`config.mk`:
```
export PLATFORM = sky130hd
export DESIGN_NAME = cpu_multicycle
export DESIGN_NICKNAME = d
export VERILOG_FILES = /design/src/rtl/cpu_multicycle.sv
export SDC_FILE = /design/constraint.sdc
export NUM_CORES = 1
export LEC_CHECK = 0
export ABC_CLOCK_PERIOD_IN_PS = 8100
export CAP_MARGIN = 20
export CORE_ASPECT_RATIO = 1.25
export CORE_MARGIN = 2
export CORE_UTILIZATION = 60
export CTS_BUF_LIST = sky130_fd_sc_hd__clkbuf_16
export DETAILED_ROUTE_END_ITERATION = 16
export HOLD_SLACK_MARGIN = 0.15
export PLACE_DENSITY = 0.8
export SYNTH_ARGS = -nofsm -noshare
export SYNTH_HDL_FRONTEND = slang
export SYNTH_SLANG_ARGS = --single-unit
```
`constraint.sdc`:
```
create_clock -name CLK -period 8.1 [get_ports CLK]
set_clock_uncertainty 0.05 [all_clocks]
set_input_delay 0.81 -clock CLK [delete_from_list [all_inputs] [get_ports CLK]]
set_output_delay 0.81 -clock CLK [all_outputs]
set_load 0.05 [all_outputs]
```
`src/rtl/cpu_multicycle.sv`:
```
// Parametrised multi-cycle CPU core with a ready/request instruction-fetch handshake.
// Each instruction walks FETCH -> DECODE -> EXECUTE -> WRITEBACK; HALT parks the core until reset.
module cpu_multicycle #(
  parameter int DATA_W = 8,
  parameter int NREG   = 8
) (
  input  logic        CLK,
  input  logic        RESET,
  input  logic [31:0] INSTRUCTION,
  input  logic        IMEM_READY,
  output logic [31:0] PC,
  output logic        IMEM_REQ,
  output logic        RETIRE,
  output logic        ILLEGAL,
  output logic        HALTED
);
  localparam int RW = (NREG > 1) ? $clog2(NREG) : 1;

  localparam logic [7:0] OP_LOADI = 8'h00;
  localparam logic [7:0] OP_MOV   = 8'h01;
  localparam logic [7:0] OP_ADD   = 8'h02;
  localparam logic [7:0] OP_SUB   = 8'h03;
  localparam logic [7:0] OP_AND   = 8'h04;
  localparam logic [7:0] OP_OR    = 8'h05;
  localparam logic [7:0] OP_J     = 8'h06;
  localparam logic [7:0] OP_BEQ   = 8'h07;
  localparam logic [7:0] OP_SLL   = 8'h0A;
  localparam logic [7:0] OP_SRL   = 8'h0B;
  localparam logic [7:0] OP_SRA   = 8'h0C;
  localparam logic [7:0] OP_ROR   = 8'h0D;
  localparam logic [7:0] OP_BNE   = 8'h0F;
  localparam logic [7:0] OP_HALT  = 8'hFF;

  typedef enum logic [2:0] {
    S_IDLE,
    S_FETCH,
    S_DECODE,
    S_EXECUTE,
    S_WRITEBACK,
    S_HALT
  } state_t;

  state_t            state, state_next;
  logic [31:0]       ir;
  logic [DATA_W-1:0] a, b, result;
  logic              zero;
  logic [DATA_W-1:0] regs [NREG];

  logic [7:0]        opcode, imm, rot_amt;
  logic [RW-1:0]     rd, rs1, rs2;
  logic [DATA_W-1:0] imm_ext, alu_out;
  logic [31:0]       pc_plus4, target;
  logic              writes_rd, is_legal, is_halt, taken;

  assign opcode = ir[31:24];
  assign rd     = RW'(ir[23:16]);
  assign rs1    = RW'(ir[15:8]);
  assign rs2    = RW'(ir[7:0]);
  assign imm    = ir[7:0];

  assign imm_ext  = DATA_W'(signed'(imm));
  assign rot_amt  = imm % 8'(DATA_W);
  assign pc_plus4 = PC + 32'd4;
  assign target   = pc_plus4 + (32'(signed'(ir[23:16])) << 2);

  assign is_halt = (opcode == OP_HALT);
  assign taken   = (opcode == OP_J) ||
                   ((opcode == OP_BEQ) && zero) ||
                   ((opcode == OP_BNE) && !zero);

  // NOTE: every variable driven in always_comb gets a default first, so no path can infer a latch.
  always_comb begin
    writes_rd = 1'b0;
    is_legal  = 1'b1;
    case (opcode)
      OP_LOADI, OP_MOV, OP_ADD, OP_SUB, OP_AND, OP_OR,
      OP_SLL, OP_SRL, OP_SRA, OP_ROR: writes_rd = 1'b1;
      OP_J, OP_BEQ, OP_BNE, OP_HALT:  ;
      default:                        is_legal = 1'b0;
    endcase
  end

  // Shift amounts of DATA_W or more saturate explicitly rather than relying on operator corner cases.
  always_comb begin
    alu_out = '0;
    case (opcode)
      OP_LOADI: alu_out = imm_ext;
      OP_MOV:   alu_out = b;
      OP_ADD:   alu_out = a + b;
      OP_SUB:   alu_out = a - b;
      OP_AND:   alu_out = a & b;
      OP_OR:    alu_out = a | b;
      OP_SLL:   alu_out = (imm >= 8'(DATA_W)) ? '0 : (a << imm);
      OP_SRL:   alu_out = (imm >= 8'(DATA_W)) ? '0 : (a >> imm);
      OP_SRA:   alu_out = (imm >= 8'(DATA_W)) ? {DATA_W{a[DATA_W-1]}}
                                              : DATA_W'($signed(a) >>> imm);
      OP_ROR:   alu_out = (a >> rot_amt) | (a << (8'(DATA_W) - rot_amt));
      default:  alu_out = '0;
    endcase
  end

  // NOTE: sequential state uses non-blocking assignments so every flop samples pre-edge values.
  always_ff @(posedge CLK or negedge RESET) begin
    if (!RESET) state <= S_IDLE;
    else        state <= state_next;
  end

  always_comb begin
    state_next = state;
    IMEM_REQ   = 1'b0;
    RETIRE     = 1'b0;
    ILLEGAL    = 1'b0;
    HALTED     = 1'b0;
    case (state)
      S_IDLE:    state_next = S_FETCH;
      S_FETCH: begin
        IMEM_REQ = 1'b1;
        if (IMEM_READY) state_next = S_DECODE;
      end
      S_DECODE:  state_next = S_EXECUTE;
      S_EXECUTE: state_next = S_WRITEBACK;
      S_WRITEBACK: begin
        RETIRE     = 1'b1;
        ILLEGAL    = !is_legal;
        state_next = is_halt ? S_HALT : S_FETCH;
      end
      S_HALT:    HALTED = 1'b1;
      default:   state_next = S_IDLE;
    endcase
  end

  always_ff @(posedge CLK or negedge RESET) begin
    if (!RESET) begin
      ir     <= '0;
      a      <= '0;
      b      <= '0;
      result <= '0;
      zero   <= 1'b0;
      PC     <= '0;
    end else begin
      case (state)
        S_FETCH:     if (IMEM_READY) ir <= INSTRUCTION;
        S_DECODE: begin
          a <= regs[rs1];
          b <= regs[rs2];
        end
        S_EXECUTE: begin
          result <= alu_out;
          zero   <= (a == b);
        end
        S_WRITEBACK: if (!is_halt) PC <= taken ? target : pc_plus4;
        default:     ;
      endcase
    end
  end

  // NOTE: the register file is architecturally reset to zero, so the array sits inside the reset branch.
  always_ff @(posedge CLK or negedge RESET) begin
    if (!RESET) begin
      for (int i = 0; i < NREG; i++) regs[i] <= '0;
    end else if (state == S_WRITEBACK && writes_rd) begin
      regs[rd] <= result;
    end
  end

endmodule

```
# After elaboration in Yosys (flattened, before gate mapping)
# Index checks and enable logic that the tools add are counted.
# W data, S select, Z words.
[word_totals]
ram_bits = 0
register_bits = 156
mem_bits_ro = 0
latch_bits = 0
input_bits = 35
word_cells = 96
memories = 0
[classes]
n_mul = 0
add_sub_neg = 5
n_reduce_logical = 15
div_mod_pow = 0
n_mux = 23
n_shift = 5
bitwise = 8
n_lt_le_gt_ge = 5
eq_ne = 20
[op_table]
columns = ["op", "n"]
rows = [
  ["$pmux W8 S10", 1],
  ["$bwmux W64", 1],
  ["$mux W8", 8],
  ["$bmux W8 S3", 2],
  ["$eq A8 B4 Y1 const B", 5],
  ["$add A32 B3 Y32 const B", 1],
  ["$add A32 B32 Y32", 1],
  ["$eq A8 B3 Y1 const B", 4],
  ["$mux W32", 1],
  ["$demux W8 S3", 1],
  ["$pmux W3 S6", 1],
  ["$eq A8 B2 Y1 const B", 2],
  ["$or A8 B8 Y8", 2],
  ["$shl A8 B8 Y8", 2],
  ["$reduce_or A14 Y1", 1],
  ["$ge A4 B4 Y1 const B", 3],
  ["$not A3 Y4", 3],
  ["$reduce_or A10 Y1", 1],
  ["$add A8 B8 Y8", 1],
  ["$and A8 B8 Y8", 1],
  ["$eq A8 B1 Y1 const B", 1],
  ["$eq A8 B8 Y1", 1],
  ["$eq A8 B8 Y1 const B", 1],
  ["$ge A8 B4 Y1 const B", 1],
  ["19 further kinds", 35],
]

# Longest topological paths before layout
# Gate-level depths: netlist (run 1).
[depth]
ltp_word = 6
ltp_mapped = 18
mapped_depth_nobuf = 16

# Worst setup path before layout (run 1)
# OpenSTA, ideal clock, no wires.
[synth_path]
path_type = "reg-to-reg"
startpoint = "register PC[7]"
endpoint = "register PC[31]"
stages_incl_launch_ff = 18
slack_ns = 3.954
arrival_ns = 3.958
synth_period_minus_slack_ns = 4.146
cell_sequence = "dfrtp_1 > and3_1 > and3_1 > and3_1 > clkbuf_1 > and2_1 > nand2_1 > xnor2_1 > ha_1 > clkbuf_1 > nand2_1 > nor4_1 > inv_1 > o311ai_1 > nand2_1 > a211o_1 > mux2i_1 > o221ai_1"
[synth_between]
elab_chain_cells = 3
[synth_lines]
columns = ["item", "line_no", "rtl"]
rows = [
  ["start: declaration", "11", "output logic [31:0] PC,"],
  ["start signal: assignment", "151", "S_WRITEBACK: if (!is_halt) PC <= taken ? target : pc_plus4;"],
  ["$add A32 B3 Y32 *", "63", "assign pc_plus4 = PC + 32'd4;"],
  ["$add A32 B32 Y32", "64", "assign target = pc_plus4 + (32'(signed'(ir[23:16])) << 2);"],
  ["$mux W32 *", "151", ""],
]
# Every way passes the cells marked *; elsewhere a longest branch is shown, timed or not.
# A chain may end at the register's enable or synchronous reset.

# Final worst setup path (run 1)
# Ends and elaborated chain as after synthesis.

==> results of run 1 <==
-- cell families after synthesis --
| kind of cell | count (synthesis) | share of synthesized area, % |
|---|---|---|
| adder cells (fa/ha/maj) | 64 | 7.39 |
| AO/OA/AOI/OAI | 299 | 16.7 |
| flip-flops | 149 | 33.5 |
| XOR/XNOR | 56 | 4.40 |
| multiplexers | 148 | 18.7 |
| AND/OR/NAND/NOR | 359 | 15.3 |
| buffers and inverters | 117 | 4.08 |
| other | 1 | 0.0337 |
-- Yosys cell counts (all sizes together), types with 4 or more instances --
cell,instances
or3,5
nor4,7
nand4,10
xnor2,39
o21a,5
buf,17
nand3,32
a21o,19
mux2,88
a31oi,22
nor3b,4
nand2b,10
a21oi,100
o21ai,66
nor3,26
and3,15
o31ai,4
dfrtp,149
nand3b,5
o22ai,11
nor2,96
nand2,125
o21bai,8
mux4,39
mux2i,21
xor2,17
inv,43
o221ai,10
and2,6
a211oi,8
or2,5
o311ai,4
a32oi,4
o211ai,7
a221oi,4
nor2b,6
clkbuf,55
ha,61
-- final timing paths --
path | startpoint | to | slack (ns) | cells after the start
hold / removal | RESET | a[2] | 0.33 | 1
max in group asynchronous | RESET | ir[10] | 6.67 | 3
setup reg to reg | PC[7] | PC[31] | 3.66 | 15
setup / recovery | PC[7] | PC[31] | 3.66 | 15
min in group CLK | zero | zero | 0.44 | 2
hold reg to reg | zero | zero | 0.44 | 2
-- power by group through the flow --
stage	registers (mW)	logic [mW]	clock network (mW)
after floorplan	1.21	1.98	0
after global placement	1.29	2.51	0
after detailed placement	1.30	2.55	0
after CTS	1.29	2.58	0.882
after global routing	1.32	2.88	0.912
final	1.29	2.63	0.876
-- through the flow --
step / utilization, % / instance area, um2 / hold slack (ns) / setup slack [ns]
6_report: 69.1 / 12600 / 0.326 / 3.66
3_5_place_dp: 65.3 / 11900 / 0.430 / 3.74
2_1_floorplan: - / 11100 / 0.400 / 3.95
5_1_grt: 69.1 / 12600 / 0.383 / 3.37
3_3_place_gp: 65.3 / 11900 / 0.415 / 3.84
4_1_cts: 68.8 / 12500 / 0.379 / 3.69
-- cell type report --
class / count / share of cell area, %
Clock buffer: 17 / 3.39
Clock inverter: 14 / 1.69
Inverter: 45 / 1.35
Multi-Input combinational cell: 928 / 55.5
Sequential cell: 149 / 29.7
Tap cell: 228 / 2.27
Timing Repair Buffer: 76 / 6.13
-- critical path: cells and delay by family (launching register included) --
kind / cells / cell delay (ns)
buf+inv: 1 / 0.10
simple gates: 8 / 1.92
mux: 1 / 0.15
xor+xnor: 1 / 0.16
flops: 1 / 0.47
fa+ha+maj: 1 / 0.43
compound gates: 3 / 1.02
-- routing by layer --
layer  wire [um]  vias up
met4        1380        0
met1       11800     4684
met3        1550      100
li1            -     4415
met5           0        -
met2       15700      371
-- cells in the final DEF (no fill, tap or decap), drive strengths merged, types with 5 or more instances in the layout --
| cell | netlist | final |
|---|---|---|
| and2 | 6 | 6 |
| nor2 | 96 | 96 |
| a21oi | 100 | 100 |
| inv | 43 | 50 |
| dfrtp | 149 | 149 |
| o21bai | 8 | 8 |
| nor2b | 6 | 6 |
| or3 | 5 | 5 |
| and3 | 15 | 15 |
| o22ai | 11 | 11 |
| nand3b | 5 | 5 |
| mux4 | 39 | 39 |
| nand3 | 32 | 32 |
| o221ai | 10 | 10 |
| nor3 | 26 | 26 |
| a211oi | 8 | 8 |
| or2 | 5 | 5 |
| xnor2 | 39 | 39 |
| nand2 | 125 | 125 |
| nand2b | 10 | 10 |
| mux2i | 21 | 21 |
| ha | 61 | 61 |
| xor2 | 17 | 17 |
| o21ai | 66 | 66 |
| mux2 | 88 | 88 |
| nand4 | 10 | 10 |
| clkbuf | 55 | 17 |
| buf | 17 | 14 |
| a31oi | 22 | 22 |
| o21a | 5 | 5 |
| clkdlybuf4s50 | 0 | 62 |
| nor4 | 7 | 7 |
| o211ai | 7 | 7 |
| a21o | 19 | 19 |
-- state kept, by name (all words and copies together), names as in the netlist --
name,cells
state,3
result,8
regs,64
a,8
b,8
PC,30
zero,1
ir,27
==> tab_implementation.tex, run 1 <==
\begin{tabular}{lr}
\hline
Metric & Value \\
\hline
\multicolumn{2}{l}{\textbf{STA}} \\
\quad Setup violation total in the final timing report & 0 \\
\quad Highest achievable clock rate & 225 MHz \\
\quad Period minus WS final & 4.44 ns \\
\quad Final-report max-slew violation count & 0 \\
\quad Unrepaired setup endpoints after global routing & false \\
\quad Fraction of the cycle the final worst path needs & 54.8\% \\
\quad Number of failing hold endpoints at the final stage & 0 \\
\quad Normalized max-slew margin & 29.3\% \\
\quad Slew at the pin closest to its max-slew limit & 1.06 ns \\
\quad Sum of negative setup slack & 0 ns \\
\multicolumn{2}{l}{\textbf{Route}} \\
\quad Vias & 9570 \\
\quad Router iterations before antenna repair & 6 \\
\quad DRC viols & 0 \\
\quad Post-detailed-route via-to-cell ratio & 6.57 \\
\quad Post-detailed-route wirelength per cell & 20.9 um \\
\quad Violation count after the first detailed-route iteration & 701 \\
\quad Post-route ant nets & 0 \\
\quad Drt total wl & 30.4 mm \\
\multicolumn{2}{l}{\textbf{Global route}} \\
\quad Global route hottest layer & met2 \\
\quad Global router's overall resource usage & 31.4\% \\
\quad Number of global-route vias before repair & 9553 \\
\quad Maximum number of pins on one net before global-route repair & 79 \\
\quad Global routing usage on met2 & 55.2\% \\
\quad Global-route wire length before repair & 48.8 mm \\
\quad Global routing met1 resource utilization & 37.2\% \\
\quad Aggregate global routing overflow & 0 \\
\quad GRT met3 Usage & 4.72\% \\
\quad Initial antenna violation count & 0 \\
\multicolumn{2}{l}{\textbf{Power and ir drop}} \\
\quad Power share of the combinational group & 54.9\% \\
\quad Post-route total power & 4.79 mW \\
\quad Switching component of the power & 2.28 mW \\
\quad Static Leakage & 5.49 nW \\
\quad PD cells & 382 nW/um2 \\
\quad Sequential cell fraction of total power & 26.8\% \\
\quad Peak ir drop on the vdd network & 0.191 mV \\
\quad Sw Ratio & 47.5\% \\
\quad Cell internal pwr & 2.52 mW \\
\quad Clk pwr share & 18.3\% \\
\multicolumn{2}{l}{\textbf{Clock tree}} \\
\quad PostCTS Resize Cnt & 0 \\
\quad CTS root buffer & sky130\_fd\_sc\_hd\_\_clkbuf\_16 \\
\quad Number of H-tree branching levels & 4 \\
\quad Clk\_lat worst skew & 0.43 ns \\
\quad Clock tree from TritonCTS & built \\
\quad Clock Sink Count & 149 \\
\quad Worst-path clk slew & 0.07 ns \\
\quad Number of buffers created by CTS & 17 \\
\quad Hold Buf Count CTS & 0 \\
\quad Maximum count of clock buffers along a single path & 2 \\
\quad Setup Buffers After CTS & 0 \\
\multicolumn{2}{l}{\textbf{Placement}} \\
\quad Number of placed cells counting well taps & 1424 \\
\quad Post-DP HPWL & 21.5 mm \\
\quad Number of buffers inserted by port buffering & 63 \\
\quad Global placer's final weighted congestion & 0.951 \\
\multicolumn{2}{l}{\textbf{Logic synthesis}} \\
\quad Distinct cells, synth & 77 \\
\quad Mean Syn Cell Area & 9.34 um2 \\
\quad Post-synthesis sequential area ratio & 33.5\% \\
\quad Post-synthesis cell type with the largest combined area & sky130\_fd\_sc\_hd\_\_dfrtp\_1 \\
\quad Share of Yosys cell area claimed by the top area cell type & 33.5\% \\
\quad Number of register bits inferred by synthesis & 149 \\
\quad Post-synth EDFFs & 0 \\
\quad Main flop type after synthesis & sky130\_fd\_sc\_hd\_\_dfrtp\_1 \\
\quad Proportion of synthesized flip-flops having asynchronous set or reset & 100\% \\
\quad Combined area of all synthesized cells & 11100 um2 \\
\quad Leading post-synthesis cells by cell area & sky130\_fd\_sc\_hd\_\_dfrtp\_1 (33\%), sky130\_fd\_sc\_hd\_\_mux4\_2 (7.9\%), sky130\_fd\_sc\_hd\_\_ha\_1 (6.9\%) \\
\quad Number of instances in the synthesized netlist & 1193 \\
\quad Count of warnings emitted by yosys & 0 \\
\multicolumn{2}{l}{\textbf{Setup path}} \\
\quad Data arrival, critical path & 4.69 ns \\
\quad Maximum net fanout on the critical path & 7 \\
\quad Cell chain of the critical path & and3\_1 -> and3\_1 -> and3\_1 -> and2\_1 -> nand2\_1 -> xnor2\_1 -> ha\_1 -> nand2\_1 -> nor4\_1 -> inv\_1 -> o311ai\_1 -> nand2\_1 -> a211o\_1 -> mux2i\_1 -> o221ai\_1 \\
\quad Worst setup path category & reg -> reg \\
\quad Startpoint class of the critical path & flop \\
\quad Endpoint kind of the worst setup timing path & flop \\
\quad Library cell contributing the largest single delay on the critical path & sky130\_fd\_sc\_hd\_\_o311ai\_1 \\
\quad Maximum cell stage delay along the critical path & 0.52 ns \\
\quad Critical path data required time & 8.35 ns \\
\multicolumn{2}{l}{\textbf{Run}} \\
\quad Max Cap Violations & 0 \\
\multicolumn{2}{l}{\textbf{Floorplan}} \\
\quad Ports & 71 \\
\quad DIE WIDTH & 126 um \\
\quad Core area & 18200 um2 \\
\quad Die ar. & 19700 um2 \\
\quad Number of rows in the core area & 55 \\
\quad Effective utilization at floorplan & 61.3\% \\
\quad Die boundary height & 156 um \\
\multicolumn{2}{l}{\textbf{Cells and area}} \\
\quad Total area of sequential cells & 3730 um2 \\
\quad Layout Cells excl Fill & 1457 \\
\quad Post-layout nets & 1316 \\
\quad Number of inserted diodes & 0 \\
\quad Filler Cell Count & 1393 \\
\quad Area used by multi-input combinational logic & 6970 um2 \\
\quad Fraction of final layout cells with drive strength greater than 1 & 11.4\% \\
\quad Growth of design area from synthesis to finish & 12.7\% \\
\multicolumn{2}{l}{\textbf{Hold path}} \\
\quad Worst hold path type & in -> async \\
\multicolumn{2}{l}{\textbf{Run status}} \\
\quad Outcome & complete, no violations \\
\hline
\end{tabular}
Power figures use the tool's default switching activity.
==> run 2: changes to the inputs <==
- ABC_CLOCK_PERIOD_IN_PS: 8100 -> 3750
- CORE_UTILIZATION: 60 -> 55
- PLACE_DENSITY: 0.8 -> 0.77
- clock period: 8.1 -> 3.75 ns (I/O delays scaled with it)
==> run 2 against run 1 <==
Net effect: power increased by 120%; wire length is 4.2% higher; global-route usage is 1.4 points lower; design area is 4.1% higher; sequential power grew 100%; non-clock buffer count rose by 51; critical path depth up 1; sequential share of layout area down 1.0 points; first-iteration DRC count shrank 0.57%; fmax rose by 23%; critical endpoint is now PC[30]; largest cell class unchanged.
==> tab_implementation.tex, run 2 (synthesis gave the netlist of run 1 again) <==
\begin{tabular}{lr}
\hline
Metric & Value \\
\hline
\multicolumn{2}{l}{\textbf{STA}} \\
\quad Period minus WS final & 3.60 ns (was 4.44 ns) \\
\quad Normalized max-slew margin & 45.9\% (was 29.3\%) \\
\quad Number of failing hold endpoints at the final stage & 0 (unchanged) \\
\quad Final-report max-slew violation count & 0 (unchanged) \\
\quad Highest achievable clock rate & 278 MHz (was 225 MHz) \\
\quad Worst setup margin & 0.147 ns (was 3.66 ns) \\
\quad Fraction of the cycle the final worst path needs & 96.1\% (was 54.8\%) \\
\quad Slew at the pin closest to its max-slew limit & 0.812 ns (was 1.06 ns) \\
\quad Setup violation total in the final timing report & 0 (unchanged) \\
\multicolumn{2}{l}{\textbf{Setup path}} \\
\quad Worst setup path category & reg -> reg (unchanged) \\
\quad WP buf/inv & 1 (unchanged) \\
\quad Startpoint class of the critical path & flop (unchanged) \\
\quad Maximum cell stage delay along the critical path & 0.38 ns (was 0.52 ns) \\
\quad Data arrival, critical path & 3.86 ns (was 4.69 ns) \\
\quad Source of the worst register-to-register timing path & PC[15] (was PC[7]) \\
\quad Setup slack of the worst register-to-register path & 0.15 ns (was 3.66 ns) \\
\quad Cell chain of the critical path & and4\_4 -> and3\_2 -> nand2\_1 -> nor2\_1 -> buf\_4 -> nand3\_1 -> xnor2\_1 -> ha\_1 -> a21o\_1 -> a21o\_1 -> a21oi\_1 -> o21bai\_1 -> a221oi\_1 -> o21ai\_1 -> xnor2\_1 -> o211ai\_1 (was and3\_1 -> and3\_1 -> and3\_1 -> and2\_1 -> nand2\_1 -> xnor2\_1 -> ha\_1 -> nand2\_1 -> nor4\_1 -> inv\_1 -> o311ai\_1 -> nand2\_1 -> a211o\_1 -> mux2i\_1 -> o221ai\_1) \\
\quad Reg-to-reg critical path endpoint & PC[30] (was PC[31]) \\
\quad R2R depth & 16 (was 15) \\
\quad Library cell contributing the largest single delay on the critical path & sky130\_fd\_sc\_hd\_\_dfrtp\_2 (was sky130\_fd\_sc\_hd\_\_o311ai\_1) \\
\quad Largest delay share family, worst path & compound AO/OA/AOI/OAI gates (was simple AND/OR/NAND/NOR gates) \\
\quad Endpoint kind of the worst setup timing path & flop (unchanged) \\
\quad Maximum net fanout on the critical path & 5 (was 7) \\
\quad Critical path data required time & 4.01 ns (was 8.35 ns) \\
\multicolumn{2}{l}{\textbf{Floorplan}} \\
\quad Core area & 20000 um2 (was 18200 um2) \\
\quad Number of rows in the core area & 58 (was 55) \\
\quad Ports & 71 (unchanged) \\
\quad Effective utilization at floorplan & 55.6\% (was 61.3\%) \\
\quad Die boundary height & 163 um (was 156 um) \\
\quad DIE WIDTH & 131 um (was 126 um) \\
\quad Die ar. & 21400 um2 (was 19700 um2) \\
\multicolumn{2}{l}{\textbf{Global route}} \\
\quad Global-route wire length before repair & 50.9 mm (was 48.8 mm) \\
\quad Global router's overall resource usage & 30.0\% (was 31.4\%) \\
\quad Maximum number of pins on one net before global-route repair & 74 (was 79) \\
\quad Number of global-route vias before repair & 9722 (was 9553) \\
\quad Initial antenna violation count & 0 (unchanged) \\
\quad Aggregate global routing overflow & 0 (unchanged) \\
\multicolumn{2}{l}{\textbf{Hold path}} \\
\quad Worst Min Path Start & zero \\
\quad Worst Hold Depth & 2 \\
\quad Worst hold path type & reg -> reg (was in -> async) \\
\quad Worst Hold Endpoint & zero \\
\multicolumn{2}{l}{\textbf{Power and ir drop}} \\
\quad Clk pwr share & 15.8\% (was 18.3\%) \\
\quad Post-route total power & 10.5 mW (was 4.79 mW) \\
\quad PD cells & 806 nW/um2 (was 382 nW/um2) \\
\quad Power share of the combinational group & 59.2\% (was 54.9\%) \\
\quad Peak ir drop on the vdd network & 0.431 mV (was 0.191 mV) \\
\quad Cell internal pwr & 5.44 mW (was 2.52 mW) \\
\quad Sw Ratio & 48.4\% (was 47.5\%) \\
\quad Switching component of the power & 5.10 mW (was 2.28 mW) \\
\quad Sequential cell fraction of total power & 24.9\% (was 26.8\%) \\
\quad Static Leakage & 5.76 nW (was 5.49 nW) \\
\multicolumn{2}{l}{\textbf{Cells and area}} \\
\quad Post-layout nets & 1367 (was 1316) \\
\quad Total area of sequential cells & 3750 um2 (was 3730 um2) \\
\quad Most frequent cells in the layout & sky130\_fd\_sc\_hd\_\_dfrtp\_1 (134), sky130\_fd\_sc\_hd\_\_nand2\_1 (123), sky130\_fd\_sc\_hd\_\_a21oi\_1 (98), sky130\_fd\_sc\_hd\_\_nor2\_1 (94), sky130\_fd\_sc\_hd\_\_buf\_4 (62) (was sky130\_fd\_sc\_hd\_\_dfrtp\_1 (148), sky130\_fd\_sc\_hd\_\_nand2\_1 (124), sky130\_fd\_sc\_hd\_\_a21oi\_1 (100), sky130\_fd\_sc\_hd\_\_nor2\_1 (94), sky130\_fd\_sc\_hd\_\_clkdlybuf4s50\_1 (62)) \\
\quad Largest Register & regs (unchanged) \\
\quad Filler Cell Count & 1575 (was 1393) \\
\quad Layout Cells excl Fill & 1551 (was 1457) \\
\quad Commonest non-fill, non-tap cell in the layout & sky130\_fd\_sc\_hd\_\_dfrtp\_1 (unchanged) \\
\quad Number of inserted diodes & 0 (unchanged) \\
\quad Largest register FFs & 64 (unchanged) \\
\quad Area used by multi-input combinational logic & 7110 um2 (was 6970 um2) \\
\quad Fraction of final layout cells with drive strength greater than 1 & 17.6\% (was 11.4\%) \\
\quad Growth of design area from synthesis to finish & 17.4\% (was 12.7\%) \\
\quad Biggest registers after layout & regs x64, PC x30, ir x27 (unchanged) \\
\multicolumn{2}{l}{\textbf{Route}} \\
\quad Vias & 9841 (was 9570) \\
\quad Drt total wl & 31.7 mm (was 30.4 mm) \\
\quad Post-detailed-route via-to-cell ratio & 6.34 (was 6.57) \\
\quad Violation count after the first detailed-route iteration & 697 (was 701) \\
\quad Post-route ant nets & 0 (unchanged) \\
\quad DRC viols & 0 (unchanged) \\
\quad Post-detailed-route wirelength per cell & 20.5 um (was 20.9 um) \\
\quad Router iterations before antenna repair & 5 (was 6) \\
\multicolumn{2}{l}{\textbf{Clock tree}} \\
\quad Worst-path clk slew & 0.07 ns (about the same) \\
\quad Maximum count of clock buffers along a single path & 2 (unchanged) \\
\quad Number of H-tree branching levels & 4 (unchanged) \\
\quad Clock tree from TritonCTS & built (unchanged) \\
\quad Clk\_lat worst skew & 0.44 ns (was 0.43 ns) \\
\quad Number of buffers created by CTS & 17 (unchanged) \\
\quad CTS root buffer & sky130\_fd\_sc\_hd\_\_clkbuf\_16 (unchanged) \\
\quad Clock Sink Count & 149 (unchanged) \\
\multicolumn{2}{l}{\textbf{Placement}} \\
\quad Number of buffers inserted by port buffering & 63 (unchanged) \\
\quad Global placer's final weighted congestion & 1.03 (was 0.951) \\
\quad Post-DP HPWL & 22.9 mm (was 21.5 mm) \\
\quad Number of placed cells counting well taps & 1513 (was 1424) \\
\quad Post-placement setup slack & 0.0707 ns (was 3.74 ns) \\
\multicolumn{2}{l}{\textbf{Run status}} \\
\quad Outcome & complete, no violations (unchanged) \\
\multicolumn{2}{l}{\textbf{Run}} \\
\quad Max Cap Violations & 0 (unchanged) \\
\hline
\end{tabular}
==> run 2: metrics by stage <==
step | TNS [ns] | utilization (%) | cell area (um2) | hold WS [ns]
final | 0 | 65.3 | 13100 | 0.438
after global placement | 0 | 61.5 | 12300 | 0.392
after detailed placement | 0 | 61.5 | 12300 | 0.388
after CTS | 0 | 64.4 | 12900 | 0.438
after floorplan | 0 | - | 11200 | 0.0294
after global routing | -0.0264 | 65.3 | 13100 | 0.458
==> run 2: routing by layer <==
metal,global-route usage [%],wire length [um]
met2,53.7,16300
met3,4.62,1740
met5,0,0
met4,14.5,1480
met1,35.5,12200
==> run 2: worst register-to-register path: stages (launching register included) <==
cell and delay (ns):
sky130_fd_sc_hd__dfrtp_2 0.38, sky130_fd_sc_hd__and4_4 0.23, sky130_fd_sc_hd__and3_2 0.24, sky130_fd_sc_hd__nand2_1 0.12, sky130_fd_sc_hd__nor2_1 0.20, sky130_fd_sc_hd__buf_4 0.18
sky130_fd_sc_hd__nand3_1 0.11, sky130_fd_sc_hd__xnor2_1 0.23, sky130_fd_sc_hd__ha_1 0.28, sky130_fd_sc_hd__a21o_1 0.19, sky130_fd_sc_hd__a21o_1 0.17, sky130_fd_sc_hd__a21oi_1 0.24
sky130_fd_sc_hd__o21bai_1 0.10, sky130_fd_sc_hd__a221oi_1 0.36, sky130_fd_sc_hd__o21ai_1 0.13, sky130_fd_sc_hd__xnor2_1 0.15, sky130_fd_sc_hd__o211ai_1 0.09
==> run 2: worst max path at each step <==
| stage | start | endpoint | slack [ns] | depth (start not counted) |
|---|---|---|---|---|
| after CTS | PC[14] | PC[31] | 0.05 | 16 |
| after global placement | PC[7] | PC[31] | 0.12 | 15 |
| after floorplan | PC[2] | PC[31] | 0.01 | 14 |
| after global routing | PC[15] | PC[31] | -0.03 | 15 |
| after detailed placement | PC[7] | PC[31] | 0.07 | 16 |
| final | PC[15] | PC[30] | 0.15 | 16 |
==> run 2: cell type report <==
| cell class | count | area share [%] |
|---|---|---|
| clock inverter | 15 | 1.06 |
| timing repair buffer | 127 | 8.76 |
| multi-input combinational | 928 | 54.4 |
| clock buffer | 17 | 3.25 |
| inverter | 45 | 1.30 |
| sequential | 149 | 28.7 |
| tap | 270 | 2.58 |
==> run 2: power groups by stage <==
stage	sequential (mW)	combinational [mW]	clock, mW
6_report	2.63	6.24	1.67
3_5_place_dp	2.67	5.96	0
4_1_cts	2.65	6.01	1.69
2_1_floorplan	2.63	4.30	0
3_3_place_gp	2.65	5.85	0
5_1_grt	2.68	6.83	1.76
==> run 2: what timing repair did <==
action | in CTS | in global routing
endpoints found under the hold margin | 70 | 0
setup endpoints to repair | 0 | 6
hold buffers | 1 | 0
setup buffers | 0 | 4
gates resized for setup | 0 | 25
==> run 3: changes to the inputs <==
- ABC_AREA: unset -> 1
- CORE_UTILIZATION: 55 -> 56
- CTS_CLUSTER_DIAMETER: unset -> 30
- PLACE_DENSITY: 0.77 -> 0.78
==> run 3 against run 2 <==
Net effect: via count grew 33%; design area grew 4.8%; die area grew 7.2%; critical endpoint is now PC[25]; largest cell class unchanged; largest power group unchanged.
==> tab_implementation.tex, run 3 <==
\begin{tabular}{lr}
\hline
Metric & Value \\
\hline
\multicolumn{2}{l}{\textbf{Placement}} \\
\quad Post-DP HPWL & 31.4 mm (was 22.9 mm) \\
\quad Number of buffers inserted by port buffering & 63 (unchanged) \\
\quad Post-placement setup slack & 0.449 ns (was 0.0707 ns) \\
\quad Global placer's final weighted congestion & 1.00 (was 1.03) \\
\multicolumn{2}{l}{\textbf{Setup path}} \\
\quad R2R depth & 16 (unchanged) \\
\quad Reg-to-reg critical path endpoint & PC[25] (was PC[30]) \\
\quad Endpoint kind of the worst setup timing path & flop (unchanged) \\
\quad Data arrival, critical path & 3.77 ns (was 3.86 ns) \\
\quad Maximum net fanout on the critical path & 6 (was 5) \\
\quad Worst setup path category & reg -> reg (unchanged) \\
\quad Startpoint class of the critical path & flop (unchanged) \\
\quad Critical path data required time & 4.06 ns (was 4.01 ns) \\
\quad Setup slack of the worst register-to-register path & 0.30 ns (was 0.15 ns) \\
\quad Source of the worst register-to-register timing path & PC[2] (was PC[15]) \\
\multicolumn{2}{l}{\textbf{Cells and area}} \\
\quad Biggest registers after layout & regs x64, PC x30, ir x27 (unchanged) \\
\quad Most frequent cells in the layout & sky130\_fd\_sc\_hd\_\_nand2\_1 (512), sky130\_fd\_sc\_hd\_\_nor2\_1 (210), sky130\_fd\_sc\_hd\_\_inv\_1 (194), sky130\_fd\_sc\_hd\_\_nand3\_1 (180), sky130\_fd\_sc\_hd\_\_o21ai\_0 (152) (was sky130\_fd\_sc\_hd\_\_dfrtp\_1 (134), sky130\_fd\_sc\_hd\_\_nand2\_1 (123), sky130\_fd\_sc\_hd\_\_a21oi\_1 (98), sky130\_fd\_sc\_hd\_\_nor2\_1 (94), sky130\_fd\_sc\_hd\_\_buf\_4 (62)) \\
\quad Number of inserted diodes & 0 (unchanged) \\
\quad Post-layout nets & 2023 (was 1367) \\
\quad Largest Register & regs (unchanged) \\
\quad Fraction of final layout cells with drive strength greater than 1 & 5.27\% (was 17.6\%) \\
\quad Commonest non-fill, non-tap cell in the layout & sky130\_fd\_sc\_hd\_\_nand2\_1 (was sky130\_fd\_sc\_hd\_\_dfrtp\_1) \\
\quad Largest register FFs & 64 (unchanged) \\
\quad Growth of design area from synthesis to finish & 12.5\% (was 17.4\%) \\
\multicolumn{2}{l}{\textbf{Floorplan}} \\
\quad Number of rows in the core area & 60 (was 58) \\
\quad Die ar. & 23000 um2 (was 21400 um2) \\
\quad Core area & 21500 um2 (was 20000 um2) \\
\quad Die boundary height & 169 um (was 163 um) \\
\quad DIE WIDTH & 136 um (was 131 um) \\
\quad Effective utilization at floorplan & 56.8\% (was 55.6\%) \\
\quad Ports & 71 (unchanged) \\
\multicolumn{2}{l}{\textbf{Logic synthesis}} \\
\quad Number of instances in the synthesized netlist & 1881 (was 1193) \\
\quad Main flop type after synthesis & sky130\_fd\_sc\_hd\_\_dfrtp\_1 (unchanged) \\
\quad Post-synthesis cell type with the largest combined area & sky130\_fd\_sc\_hd\_\_dfrtp\_1 (unchanged) \\
\quad Distinct cells, synth & 43 (was 77) \\
\quad Post-synthesis sequential area ratio & 30.6\% (was 33.5\%) \\
\quad Mean Syn Cell Area & 6.48 um2 (was 9.34 um2) \\
\quad Proportion of synthesized flip-flops having asynchronous set or reset & 100\% (unchanged) \\
\quad Leading post-synthesis cells by cell area & sky130\_fd\_sc\_hd\_\_dfrtp\_1 (31\%), sky130\_fd\_sc\_hd\_\_nand2\_1 (16\%), sky130\_fd\_sc\_hd\_\_nand3\_1 (7.4\%) (was sky130\_fd\_sc\_hd\_\_dfrtp\_1 (33\%), sky130\_fd\_sc\_hd\_\_mux4\_2 (7.9\%), sky130\_fd\_sc\_hd\_\_ha\_1 (6.9\%)) \\
\quad Combined area of all synthesized cells & 12200 um2 (was 11100 um2) \\
\quad Post-synth top cells & sky130\_fd\_sc\_hd\_\_nand2\_1 (513), sky130\_fd\_sc\_hd\_\_nor2\_1 (211), sky130\_fd\_sc\_hd\_\_inv\_1 (194) (was sky130\_fd\_sc\_hd\_\_dfrtp\_1 (149), sky130\_fd\_sc\_hd\_\_nand2\_1 (124), sky130\_fd\_sc\_hd\_\_a21oi\_1 (100)) \\
\quad Most used standard cell by instance count after synthesis & sky130\_fd\_sc\_hd\_\_nand2\_1 (was sky130\_fd\_sc\_hd\_\_dfrtp\_1) \\
\quad Post-synth EDFFs & 0 (unchanged) \\
\quad Count of warnings emitted by yosys & 0 (unchanged) \\
\quad Share of Yosys cell area claimed by the top area cell type & 30.6\% (was 33.5\%) \\
\quad Number of register bits inferred by synthesis & 149 (unchanged) \\
\multicolumn{2}{l}{\textbf{Clock tree}} \\
\quad CTS root buffer & sky130\_fd\_sc\_hd\_\_clkbuf\_16 (unchanged) \\
\quad Number of H-tree branching levels & 4 (unchanged) \\
\quad Number of buffers created by CTS & 17 (unchanged) \\
\quad Hold Buf Count CTS & 1 (unchanged) \\
\quad Maximum count of clock buffers along a single path & 2 (unchanged) \\
\quad Worst-path clk slew & 0.08 ns (was 0.07 ns) \\
\quad Clock Sink Count & 149 (unchanged) \\
\quad PostCTS Resize Cnt & 0 (unchanged) \\
\quad Setup Buffers After CTS & 0 (unchanged) \\
\quad Clk\_lat worst skew & 0.44 ns (about the same) \\
\quad Clock tree from TritonCTS & built (unchanged) \\
\multicolumn{2}{l}{\textbf{Global route}} \\
\quad Number of global-route vias before repair & 12.8k (was 9722) \\
\quad Aggregate global routing overflow & 0 (unchanged) \\
\quad Maximum number of pins on one net before global-route repair & 90 (was 74) \\
\quad Global-route wire length before repair & 65.4 mm (was 50.9 mm) \\
\quad Initial antenna violation count & 0 (unchanged) \\
\quad Global router's overall resource usage & 36.6\% (was 30.0\%) \\
\multicolumn{2}{l}{\textbf{STA}} \\
\quad Period minus WS final & 3.45 ns (was 3.60 ns) \\
\quad Unrepaired setup endpoints after global routing & false \\
\quad Slew at the pin closest to its max-slew limit & 1.01 ns (was 0.812 ns) \\
\quad Highest achievable clock rate & 289 MHz (was 278 MHz) \\
\quad Sum of negative setup slack & 0 ns (unchanged) \\
\quad Normalized max-slew margin & 32.4\% (was 45.9\%) \\
\quad Final-report max-slew violation count & 0 (unchanged) \\
\quad Worst setup margin & 0.295 ns (was 0.147 ns) \\
\quad Setup violation total in the final timing report & 0 (unchanged) \\
\quad Fraction of the cycle the final worst path needs & 92.1\% (was 96.1\%) \\
\quad Number of failing hold endpoints at the final stage & 0 (unchanged) \\
\multicolumn{2}{l}{\textbf{Hold path}} \\
\quad Worst Hold Depth & 2 (unchanged) \\
\quad Worst hold path type & reg -> reg (unchanged) \\
\quad Worst Hold Endpoint & regs[20] (was zero) \\
\quad Worst Min Path Start & regs[20] (was zero) \\
\multicolumn{2}{l}{\textbf{Power and ir drop}} \\
\quad PD cells & 849 nW/um2 (was 806 nW/um2) \\
\quad Sequential cell fraction of total power & 21.5\% (was 24.9\%) \\
\quad Static Leakage & 6.82 nW (was 5.76 nW) \\
\quad Power share of the combinational group & 63.4\% (was 59.2\%) \\
\quad Cell internal pwr & 5.23 mW (was 5.44 mW) \\
\quad Peak ir drop on the vdd network & 0.689 mV (was 0.431 mV) \\
\quad Clk pwr share & 15.1\% (was 15.8\%) \\
\quad Switching component of the power & 6.41 mW (was 5.10 mW) \\
\quad Sw Ratio & 55.1\% (was 48.4\%) \\
\multicolumn{2}{l}{\textbf{Route}} \\
\quad Vias & 13.1k (was 9841) \\
\quad Post-detailed-route wirelength per cell & 18.6 um (was 20.5 um) \\
\quad Drt total wl & 41.3 mm (was 31.7 mm) \\
\quad DRC viols & 0 (unchanged) \\
\quad Post-route ant nets & 0 (unchanged) \\
\quad Violation count after the first detailed-route iteration & 1094 (was 697) \\
\quad Router iterations before antenna repair & 6 (was 5) \\
\quad Post-detailed-route via-to-cell ratio & 5.92 (was 6.34) \\
\multicolumn{2}{l}{\textbf{Run}} \\
\quad Max Cap Violations & 0 (unchanged) \\
\multicolumn{2}{l}{\textbf{Run status}} \\
\quad Outcome & complete, no violations (unchanged) \\
\hline
\end{tabular}
==> run 3: cell count changes in the layout (fill, tap and decap cells not counted), sizes merged, moves of 25 or more <==
cell and delta:
a21oi +25, nand2 +396, xnor2 -29, nor2 +118, o21ai +86, mux2 -81
nand3 +149, o211ai +34, mux4 -39, buf -28, inv +156
==> run 3: worst max-delay path: stages (launching register included) <==
cell	delay (ns)
sky130_fd_sc_hd__dfrtp_1	0.47
sky130_fd_sc_hd__nand3_1	0.17
sky130_fd_sc_hd__nor2_1	0.22
sky130_fd_sc_hd__nand2_1	0.12
sky130_fd_sc_hd__nor3_1	0.27
sky130_fd_sc_hd__nand2_1	0.13
sky130_fd_sc_hd__xor2_1	0.20
sky130_fd_sc_hd__inv_1	0.09
sky130_fd_sc_hd__ha_1	0.31
sky130_fd_sc_hd__nand2_1	0.10
sky130_fd_sc_hd__nor2_1	0.16
sky130_fd_sc_hd__inv_1	0.08
sky130_fd_sc_hd__nor3_1	0.36
sky130_fd_sc_hd__nand3_1	0.25
sky130_fd_sc_hd__nand4_1	0.16
sky130_fd_sc_hd__nand3_1	0.10
sky130_fd_sc_hd__a21oi_1	0.16
==> run 3: worst max-delay path by stage <==
stage	from	endpoint	cells after the start
after floorplan	PC[2]	PC[30]	20
after global placement	PC[7]	PC[26]	18
after detailed placement	PC[2]	PC[25]	16
after CTS	PC[2]	PC[25]	16
final	PC[2]	PC[25]	16
after global routing	PC[4]	PC[25]	16
==> run 3: layout make-up <==
type                            instances  area [um2]
Clock buffer                           17         425
Clock inverter                         15         176
Fill cell                            2044        7760
Inverter                              201         754
Multi-Input combinational cell       1456        7360
Sequential cell                       149        3730
Tap cell                              279         349
Timing Repair Buffer                   99         915
==> run 3: routing by layer <==
layer  up-vias  track usage, %  share of wire (%)
li1       6264               -                  -
met1      6163            41.6                 38
met2       531            65.6                 51
met3       151            3.59                4.9
met4         0            22.6                6.7
met5         -               0                  0
==> run 3: power by group through the flow <==
stage	sequential [mW]	clock [mW]	combinational, mW
global route	2.55	1.84	8.14
global placement	2.50	0	7.15
finish	2.50	1.76	7.37
detailed placement	2.52	0	7.20
CTS	2.49	1.78	7.26
floorplan	2.79	0	4.80
==> run 3: logic make-up after synthesis <==
group           after synthesis  share of synthesized area, %
fa+ha+maj                    64                          6.76
mux                           7                         0.647
flops                       149                          30.6
buf+inv                     277                          9.17
compound gates              360                          16.3
simple gates                983                          33.6
other cells                   1                        0.0308
xor+xnor                     40                          2.87
==> run 3: stage by stage <==
stage	hold slack (ns)	total power, mW	instances	utilization (%)	cell area (um2)
after global placement	0.405	9.65	2183	61.0	13100
after CTS	0.427	11.5	2216	63.8	13700
after detailed placement	0.408	9.72	2183	61.0	13100
after global routing	0.441	12.5	2216	63.8	13700
final	0.427	11.6	2216	63.8	13700
after floorplan	0.0294	7.58	1882	-	12200
